File: src/rtl/muldiv_pkg.sv
// Shared types and op-decoding helpers for the iterative multiply/divide unit.
package muldiv_pkg;

    typedef enum logic [2:0] {
        MUL    = 3'b000,
        MULH   = 3'b001,
        MULHSU = 3'b010,
        MULHU  = 3'b011,
        DIV    = 3'b100,
        DIVU   = 3'b101,
        REM    = 3'b110,
        REMU   = 3'b111
    } muldiv_op_e;

    typedef enum logic [1:0] {
        IDLE = 2'd0,
        CALC = 2'd1,
        DONE = 2'd2
    } state_e;

    function automatic logic is_div(input muldiv_op_e op);
        return op[2];
    endfunction

    // Signed divides are DIV/REM (funct3[0] clear); MULHU is the only fully unsigned multiply.
    function automatic logic a_signed(input muldiv_op_e op);
        return op[2] ? !op[0] : (op != MULHU);
    endfunction

    function automatic logic b_signed(input muldiv_op_e op);
        return op[2] ? !op[0] : (op == MUL || op == MULH);
    endfunction

endpackage

File: src/rtl/muldiv_if.sv
// Request/response bundle between the execute stage and the multiply/divide unit.
interface muldiv_if #(parameter int WIDTH = 32);
    import muldiv_pkg::*;

    // A transfer happens on an edge where valid && ready; valid never waits on ready,
    // and kill suppresses the input transfer in the same cycle.
    logic             in_valid;
    logic             in_ready;
    muldiv_op_e       op;
    logic [WIDTH-1:0] operand_a;
    logic [WIDTH-1:0] operand_b;
    logic             kill;
    logic             out_valid;
    logic             out_ready;
    logic [WIDTH-1:0] result;
    logic             busy;
    state_e           dbg_state;

    modport master (
        output in_valid, op, operand_a, operand_b, kill, out_ready,
        input  in_ready, out_valid, result, busy, dbg_state
    );

    modport slave (
        input  in_valid, op, operand_a, operand_b, kill, out_ready,
        output in_ready, out_valid, result, busy, dbg_state
    );
endinterface

File: src/rtl/muldiv_step.sv
// One radix-2 iteration: shift-add multiply or restoring trial-subtract divide on {hi, lo}.
module muldiv_step #(
    parameter int WIDTH = 32
) (
    input  logic             is_div,
    input  logic [WIDTH-1:0] hi,
    input  logic [WIDTH-1:0] lo,
    input  logic [WIDTH-1:0] operand,
    output logic [WIDTH-1:0] hi_next,
    output logic [WIDTH-1:0] lo_next
);

    logic [WIDTH:0]   sum;
    logic [WIDTH:0]   shifted;
    logic [WIDTH-1:0] diff;
    logic             fits;

    always_comb begin
        sum     = {1'b0, hi} + (lo[0] ? {1'b0, operand} : '0);
        shifted = {hi, lo[WIDTH-1]};
        fits    = (shifted >= {1'b0, operand});
        // The partial remainder after a successful subtract is below the divisor, so W bits suffice.
        diff    = shifted[WIDTH-1:0] - operand;

        if (is_div) begin
            hi_next = fits ? diff : shifted[WIDTH-1:0];
            lo_next = {lo[WIDTH-2:0], fits};
        end else begin
            hi_next = sum[WIDTH:1];
            lo_next = {sum[0], lo[WIDTH-1:1]};
        end
    end

endmodule

File: src/rtl/muldiv_unit.sv
// Iterative RV32M/RV64M multiply/divide unit retiring BITS_PER_CYCLE bits per CALC cycle.
module muldiv_unit
    import muldiv_pkg::*;
#(
    parameter int WIDTH          = 32,
    parameter int BITS_PER_CYCLE = 1
) (
    input logic     clk,
    input logic     rst_n,
    muldiv_if.slave bus
);

    localparam int N  = WIDTH / BITS_PER_CYCLE;
    localparam int CW = (N > 1) ? $clog2(N) : 1;

    localparam logic [1:0] S_IDLE = 2'd0;
    localparam logic [1:0] S_CALC = 2'd1;
    localparam logic [1:0] S_DONE = 2'd2;

    localparam logic [WIDTH-1:0] MOST_NEG = {1'b1, {(WIDTH-1){1'b0}}};

    logic [1:0]       state;
    logic [CW-1:0]    counter;
    muldiv_op_e       op_q;
    logic [WIDTH-1:0] hi_q, lo_q, b_q, result_q;
    logic             sa_q, sb_q;

    logic             accept, sa, sb, div_zero, div_ovf;
    logic [WIDTH-1:0] mag_a, mag_b, fast_result, final_result, quot, rem;
    logic [2*WIDTH-1:0] prod, prod_s;
    logic [WIDTH-1:0] hi_c [BITS_PER_CYCLE+1];
    logic [WIDTH-1:0] lo_c [BITS_PER_CYCLE+1];

    assign accept        = bus.in_valid && bus.in_ready;
    assign bus.in_ready  = (state == S_IDLE) && !bus.kill;
    assign bus.out_valid = (state == S_DONE);
    assign bus.busy      = (state != S_IDLE);
    assign bus.result    = result_q;
    assign bus.dbg_state = state_e'(state);

    always_comb begin
        sa       = a_signed(bus.op) && bus.operand_a[WIDTH-1];
        sb       = b_signed(bus.op) && bus.operand_b[WIDTH-1];
        mag_a    = sa ? -bus.operand_a : bus.operand_a;
        mag_b    = sb ? -bus.operand_b : bus.operand_b;
        div_zero = is_div(bus.op) && (bus.operand_b == '0);
        div_ovf  = is_div(bus.op) && !bus.op[0] && (bus.operand_a == MOST_NEG) &&
                   (bus.operand_b == '1);
        // op[1] selects remainder among the divide encodings.
        if (div_zero) fast_result = bus.op[1] ? bus.operand_a : '1;
        else          fast_result = bus.op[1] ? '0 : MOST_NEG;
    end

    assign hi_c[0] = hi_q;
    assign lo_c[0] = lo_q;

    for (genvar g = 0; g < BITS_PER_CYCLE; g++) begin : g_step
        muldiv_step #(.WIDTH(WIDTH)) u_step (
            .is_div  (is_div(op_q)),
            .hi      (hi_c[g]),
            .lo      (lo_c[g]),
            .operand (b_q),
            .hi_next (hi_c[g+1]),
            .lo_next (lo_c[g+1])
        );
    end

    always_comb begin
        prod   = {hi_c[BITS_PER_CYCLE], lo_c[BITS_PER_CYCLE]};
        prod_s = (sa_q ^ sb_q) ? -prod : prod;
        quot   = (sa_q ^ sb_q) ? -lo_c[BITS_PER_CYCLE] : lo_c[BITS_PER_CYCLE];
        rem    = sa_q ? -hi_c[BITS_PER_CYCLE] : hi_c[BITS_PER_CYCLE];
        case (op_q)
            MUL:               final_result = prod_s[WIDTH-1:0];
            MULH, MULHSU, MULHU: final_result = prod_s[2*WIDTH-1:WIDTH];
            DIV, DIVU:         final_result = quot;
            default:           final_result = rem;
        endcase
    end

    always_ff @(posedge clk or negedge rst_n) begin
        if (!rst_n) begin
            state    <= S_IDLE;
            counter  <= '0;
            op_q     <= MUL;
            hi_q     <= '0;
            lo_q     <= '0;
            b_q      <= '0;
            sa_q     <= 1'b0;
            sb_q     <= 1'b0;
            result_q <= '0;
        end else if (bus.kill) begin
            state   <= S_IDLE;
            counter <= '0;
        end else begin
            case (state)
                S_IDLE: if (accept) begin
                    op_q <= bus.op;
                    hi_q <= '0;
                    lo_q <= mag_a;
                    b_q  <= mag_b;
                    sa_q <= sa;
                    sb_q <= sb;
                    if (div_zero || div_ovf) begin
                        result_q <= fast_result;
                        state    <= S_DONE;
                    end else begin
                        counter <= CW'(N - 1);
                        state   <= S_CALC;
                    end
                end
                S_CALC: begin
                    hi_q <= hi_c[BITS_PER_CYCLE];
                    lo_q <= lo_c[BITS_PER_CYCLE];
                    if (counter == '0) begin
                        result_q <= final_result;
                        state    <= S_DONE;
                    end else begin
                        counter <= counter - 1'b1;
                    end
                end
                S_DONE: if (bus.out_ready) state <= S_IDLE;
                default: state <= S_IDLE;
            endcase
        end
    end

endmodule

File: src/flat_wrapper.sv
// flat-port wrapper written by rule: the top's interface ports become plain ports
module muldiv_unit_flat import muldiv_pkg::*;
#(
    parameter int WIDTH          = 32,
    parameter int BITS_PER_CYCLE = 1
)
  (clk, rst_n, bus_in_valid, bus_op, bus_operand_a, bus_operand_b, bus_kill, bus_out_ready, bus_in_ready, bus_out_valid, bus_result, bus_busy, bus_dbg_state);
  muldiv_if #(.WIDTH(WIDTH)) bus_i ();
  input logic clk;
  input logic rst_n;
  input wire logic [$bits(bus_i.in_valid)-1:0] bus_in_valid;
  input wire logic [$bits(bus_i.op)-1:0] bus_op;
  input wire logic [$bits(bus_i.operand_a)-1:0] bus_operand_a;
  input wire logic [$bits(bus_i.operand_b)-1:0] bus_operand_b;
  input wire logic [$bits(bus_i.kill)-1:0] bus_kill;
  input wire logic [$bits(bus_i.out_ready)-1:0] bus_out_ready;
  output wire logic [$bits(bus_i.in_ready)-1:0] bus_in_ready;
  output wire logic [$bits(bus_i.out_valid)-1:0] bus_out_valid;
  output wire logic [$bits(bus_i.result)-1:0] bus_result;
  output wire logic [$bits(bus_i.busy)-1:0] bus_busy;
  output wire logic [$bits(bus_i.dbg_state)-1:0] bus_dbg_state;
  assign bus_i.in_valid = bus_in_valid;
  assign bus_i.op = bus_op;
  assign bus_i.operand_a = bus_operand_a;
  assign bus_i.operand_b = bus_operand_b;
  assign bus_i.kill = bus_kill;
  assign bus_i.out_ready = bus_out_ready;
  assign bus_in_ready = bus_i.in_ready;
  assign bus_out_valid = bus_i.out_valid;
  assign bus_result = bus_i.result;
  assign bus_busy = bus_i.busy;
  assign bus_dbg_state = bus_i.dbg_state;
  muldiv_unit #(.WIDTH(WIDTH), .BITS_PER_CYCLE(BITS_PER_CYCLE)) u_core (.clk(clk), .rst_n(rst_n), .bus(bus_i));
endmodule
File: config.mk
export PLATFORM = sky130hd
export DESIGN_NAME = muldiv_unit_flat
export DESIGN_NICKNAME = d
export VERILOG_FILES = /design/src/rtl/muldiv_pkg.sv /design/src/rtl/muldiv_if.sv /design/src/rtl/muldiv_step.sv /design/src/rtl/muldiv_unit.sv /design/src/flat_wrapper.sv
export SDC_FILE = /design/constraint.sdc
export NUM_CORES = 1
export LEC_CHECK = 0
export BUFFER_PORTS_ARGS = -buffer_cell sky130_fd_sc_hd__buf_2
export CAP_MARGIN = 20
export CORE_MARGIN = 10
export CORE_UTILIZATION = 65
export CTS_CLUSTER_SIZE = 12
export DETAILED_ROUTE_END_ITERATION = 12
export PLACE_DENSITY = 0.86
export SLEW_MARGIN = 0
export SYNTH_ARGS = -nofsm -noshare
export SYNTH_HDL_FRONTEND = slang
export SYNTH_HIERARCHICAL = 1
export SYNTH_SLANG_ARGS = --single-unit
File: constraint.sdc
create_clock -name clk -period 8.1 [get_ports clk]
set_input_delay 0 -clock clk [delete_from_list [all_inputs] [get_ports clk]]
set_output_delay 0 -clock clk [all_outputs]
set_load 0.01 [all_outputs]
==> run_summary.xml <==
<?xml version="1.0" encoding="UTF-8"?>
<metrics>
  <group name="clock_network">
    <metric name="root_buffer" unit="">clkbuf_16</metric>
    <metric name="cts_htree_levels" unit="">4</metric>
    <metric name="cts.reportedPaths.clkPinSlew" unit="ns">0.07</metric>
    <metric name="sinks_on_clock_net" unit="">140</metric>
    <metric name="cts_inserted_buffers" unit="">17</metric>
    <metric name="clockBufferDepth" unit="">2</metric>
    <metric name="postCtsResizedCells" unit="">0</metric>
    <metric name="cts_tree" unit="">built</metric>
    <metric name="clk_latency" unit="ns">0.45</metric>
  </group>
  <group name="place">
    <metric name="gp_congestion" unit="">1.04</metric>
    <metric name="hpwlAfterDp" unit="mm">42.0</metric>
    <metric name="dp.cells" unit="">2308</metric>
    <metric name="placement.io_buffers" unit="">108</metric>
  </group>
  <group name="yosys">
    <metric name="netlist-cell-type-count" unit="">97</metric>
    <metric name="synth_top_area_share" unit="%">23.4</metric>
    <metric name="synthesis.yosys.warnings" unit="">6</metric>
    <metric name="synth_compound_area_share" unit="%">27.5</metric>
    <metric name="synth-adder-area-share" unit="%">6.20</metric>
    <metric name="simple_gate_share_of_the_synthesized_area" unit="%">23.0</metric>
    <metric name="post_synth_mux_area_share" unit="%">4.11</metric>
    <metric name="synth_top_family_by_area" unit="">compound AO/OA/AOI/OAI gates</metric>
    <metric name="seq_area_frac_synth" unit="%">23.4</metric>
    <metric name="yosys.area_share.xor_xnor" unit="%">10.3</metric>
    <metric name="yosys.area.top_type" unit="">dfrtp_1</metric>
    <metric name="ys_ff_latch" unit="">140</metric>
    <metric name="synthesis.instances" unit="">2008</metric>
    <metric name="async_set_or_reset_flop_fraction_in_the_synthesized_netlist" unit="%">100</metric>
    <metric name="netlist_area" unit="um^2">15000</metric>
    <metric name="ys.flop_type" unit="">dfrtp_1</metric>
    <metric name="synth_area_leaders" unit="">dfrtp_1 (23%), nand2_1 (6.5%), a21oi_1 (6.5%)</metric>
    <metric name="synth_enable_flop_cells" unit="">0</metric>
    <metric name="postSynthNetCount" unit="">2153</metric>
    <metric name="synthesis.area_per_instance" unit="um^2">7.46</metric>
  </group>
  <group name="floorplan">
    <metric name="chipHeight" unit="um">172</metric>
    <metric name="floorplan.die_area" unit="um^2">29500</metric>
    <metric name="io_pins" unit="">109</metric>
    <metric name="placement_rows" unit="">55</metric>
    <metric name="initial_utilization" unit="%">66.1</metric>
    <metric name="coreArea" unit="um^2">22600</metric>
    <metric name="floorplan.die.width" unit="um">172</metric>
  </group>
  <group name="detailed_routing">
    <metric name="routed-via-count" unit="">17500</metric>
    <metric name="drt_first_iter_violations" unit="">2925</metric>
    <metric name="drc_errors" unit="">0</metric>
    <metric name="total_wire_length_after_detailed_routing" unit="mm">62.0</metric>
    <metric name="detail_route.wl_per_cell" unit="um">26.0</metric>
    <metric name="first_pass_iters" unit="">11</metric>
    <metric name="route.detailed.vias_per_inst" unit="">7.35</metric>
    <metric name="antenna_violating_nets_post_route" unit="">0</metric>
  </group>
  <group name="power_and_ir_drop">
    <metric name="irDropWorstVdd" unit="V">0.000173</metric>
    <metric name="power_per_cell_area" unit="nW/um^2">321</metric>
    <metric name="p_leak" unit="uW">0.00730</metric>
  </group>
  <group name="grt">
    <metric name="vias_in_the_first_global_route" unit="">16500</metric>
    <metric name="grt.met2_usage" unit="%">60.5</metric>
    <metric name="overflow" unit="">0</metric>
    <metric name="grt_start_max_net_pins" unit="">84</metric>
    <metric name="groute.layer.met1.usage" unit="%">51.5</metric>
    <metric name="most_used_routing_layer" unit="">met2</metric>
    <metric name="grt_util_met3" unit="%">13.9</metric>
    <metric name="grt_first_pass_wirelength" unit="mm">93.7</metric>
    <metric name="grt_antenna_before_repair" unit="">2</metric>
    <metric name="globalRouteTotalUtil" unit="%">40.8</metric>
  </group>
  <group name="critical_path">
    <metric name="timing.critical_path.slowest_cell_delay" unit="ns">0.92</metric>
    <metric name="required_time_at_the_endpoint_of_the_critical_path" unit="ns">8.41</metric>
    <metric name="end_kind" unit="">register</metric>
    <metric name="rrSetupSlack" unit="ns">1.80</metric>
    <metric name="number_of_cells_on_the_worst_reg_to_reg_path" unit="">18</metric>
    <metric name="r2r-start" unit="">u_core/hi_q[1]$_DFFE_PN0P_</metric>
    <metric name="worstPathArrival" unit="ns">6.61</metric>
    <metric name="worstPathBufferInverterCount" unit="">1</metric>
    <metric name="critical-path-top-delay-family" unit="">simple AND/OR/NAND/NOR gates</metric>
    <metric name="cp_max_fo" unit="">36</metric>
    <metric name="worstReg2RegEnd" unit="">u_core/bus.result[25]$_DFFE_PN0P_</metric>
    <metric name="worst_setup_path_start_kind" unit="">register</metric>
    <metric name="timing.setup.critical_path_class" unit="">register to register</metric>
    <metric name="critical_path.cell_chain" unit="">ha_1 -&gt; and3_1 -&gt; o21ai_1 -&gt; nand2_1 -&gt; a31oi_1 -&gt; o31ai_4 -&gt; a21oi_4 -&gt; buf_4 -&gt; nor3_1 -&gt; a21oi_1 -&gt; a21oi_1 -&gt; nor4_1 -&gt; nand4_1 -&gt; nor4_1 -&gt; nor3_1 -&gt; a311o_1 -&gt; nand2_1 -&gt; nand4_1</metric>
    <metric name="crit_path_top_delay_cell" unit="">nor4_1</metric>
  </group>
  <group name="cells_and_area">
    <metric name="drive_gt1_share" unit="%">12.1</metric>
    <metric name="insertedDiodeCount" unit="">0</metric>
    <metric name="syn2layout_area_growth" unit="%">11.5</metric>
    <metric name="nFillCells" unit="">1712</metric>
    <metric name="mostFrequentLayoutCells" unit="">nand2_1 (259), a21oi_1 (193), o21ai_0 (173)</metric>
    <metric name="finish.utilization" unit="%">73.8</metric>
    <metric name="leading_cell_type_in_the_layout_fill_and_taps_excluded" unit="">nand2_1</metric>
    <metric name="stdcell_count" unit="">2385</metric>
    <metric name="nNetsFinal" unit="">2232</metric>
  </group>
  <group name="timing">
    <metric name="report.final.setup_viol" unit="">0</metric>
    <metric name="fin_skew" unit="ns">0.0250</metric>
    <metric name="slew_viol_final" unit="">0</metric>
    <metric name="maxClockFrequency" unit="MHz">159</metric>
    <metric name="final-hold-violation-count" unit="">0</metric>
    <metric name="grt_setup_unrepaired" unit="">no</metric>
    <metric name="post-route-period-util" unit="%">77.7</metric>
    <metric name="worst_slew_pin_slew" unit="ns">1.07</metric>
    <metric name="finalSetupTns" unit="ns">0</metric>
    <metric name="finalCriticalPeriod" unit="ns">6.30</metric>
    <metric name="relSlewSlack" unit="%">28.6</metric>
  </group>
  <group name="min_path">
    <metric name="whs_endpoint" unit="">u_core/bus.result[8]$_DFFE_PN0P_</metric>
    <metric name="min_path_type" unit="">input port to register</metric>
    <metric name="hold-path-cell-count" unit="">5</metric>
    <metric name="min_from" unit="">bus_operand_a[8]</metric>
  </group>
  <group name="run_status">
    <metric name="status" unit="">complete, no violations</metric>
  </group>
  <group name="flow_run">
    <metric name="cap_viol_max_count" unit="">0</metric>
  </group>
</metrics>
## per-stage QoR
step / cell area, um^2 / hold slack [ns] / total power, uW / setup slack (ns)
after floorplan: 15000 / -0.296 / 3310 / 2.70
after global placement: 15600 / 0.106 / 4190 / 2.01
after detailed placement: 15600 / 0.121 / 4270 / 1.93
after CTS: 16700 / 0.00971 / 5150 / 1.92
after global routing: 16700 / 0.0300 / 5600 / 1.50
final: 16700 / 0.0209 / 5370 / 1.80
## logic make-up (layout without fill, tap and decap cells)
| kind of cell | after synthesis | in the layout |
|---|---|---|
| buf+inv | 202 | 294 |
| flops | 140 | 140 |
| xor+xnor | 176 | 176 |
| fa+ha+maj | 73 | 73 |
| mux | 57 | 57 |
| simple gates | 709 | 709 |
| compound gates | 651 | 651 |
## cells in the mapped netlist (7+ instances only)
library cell	instances
o21a_1	7
xor2_1	71
nand4_1	28
xnor2_1	105
a221oi_1	7
and2_1	42
buf_1	9
nor3_1	54
mux2i_1	21
o41ai_1	12
and3_1	15
or4_1	21
nand2b_1	14
o211ai_1	13
nor4_1	23
nand3_1	28
a21o_1	29
nor2_1	168
mux2_2	36
a21oi_1	193
clkbuf_1	93
a31oi_1	39
dfrtp_1	140
inv_1	77
o21ai_1	12
nor2b_1	7
or3_1	18
buf_2	15
o221ai_1	11
a211oi_1	24
ha_1	71
o21bai_1	9
o22ai_1	8
o21ai_0	173
o31ai_1	24
nand2_1	259
## power by group
| part | switching [uW] | internal, uW |
|---|---|---|
| Sequential | 261 | 905 |
| Clock | 394 | 469 |
| Combinational | 2160 | 1180 |
| Total | 2810 | 2550 |
## worst max-delay path by stage
stage                                          start                           endpoint  slack [ns]  cells after the start
after global placement    u_core/lo_q[0]$_DFFE_PN0P_  u_core/bus.result[28]$_DFFE_PN0P_        2.01                     19
after global routing      u_core/lo_q[0]$_DFFE_PN0P_  u_core/bus.result[28]$_DFFE_PN0P_        1.50                     19
final                     u_core/hi_q[1]$_DFFE_PN0P_  u_core/bus.result[25]$_DFFE_PN0P_        1.80                     18
after detailed placement  u_core/lo_q[0]$_DFFE_PN0P_  u_core/bus.result[28]$_DFFE_PN0P_        1.93                     19
after floorplan           u_core/lo_q[0]$_DFFE_PN0P_  u_core/bus.result[28]$_DFFE_PN0P_        2.70                     21
after CTS                 u_core/lo_q[0]$_DFFE_PN0P_  u_core/bus.result[28]$_DFFE_PN0P_        1.92                     19
## metal layers
layer	vias up	routed length [um]
li1	7465	-
met1	7963	22600
met2	1670	25900
met3	421	9360
met4	4	4060
met5	-	26
## worst reg2reg max path: stages, from the launching register on
cell	delay, ns
dfrtp_1	0.47
ha_1	0.43
and3_1	0.23
o21ai_1	0.10
nand2_1	0.17
a31oi_1	0.52
o31ai_4	0.22
a21oi_4	0.16
buf_4	0.38
nor3_1	0.13
a21oi_1	0.13
a21oi_1	0.25
nor4_1	0.92
nand4_1	0.63
nor4_1	0.85
nor3_1	0.14
a311o_1	0.32
nand2_1	0.07
nand4_1	0.08
## layout make-up
class                      instances  area (um^2)  share of cell area, %
timing repair buffer             184         1230                   7.40
tap                              285          357                   2.14
sequential                       140         3500                   21.0
clock inverter                    14          173                   1.03
inverter                          78          293                   1.75
clock buffer                      18          429                   2.57
multi-input combinational       1666        10700                   64.1
## sequential cells by signal, indices dropped and copies added (netlist names)
register              count
u_core/hi_q              32
u_core/sa_q               1
u_core/counter            5
u_core/bus.dbg_state      2
u_core/sb_q               1
u_core/op_q               3
u_core/b_q               32
u_core/lo_q              32
u_core/bus.result        32
## repair_timing
item                                   in CTS  in global routing
buffers inserted                            0                  0
hold buffers                               44                  0
endpoints found under the hold margin     129                  0
Note: power is estimated with default switching activity, not from simulation.
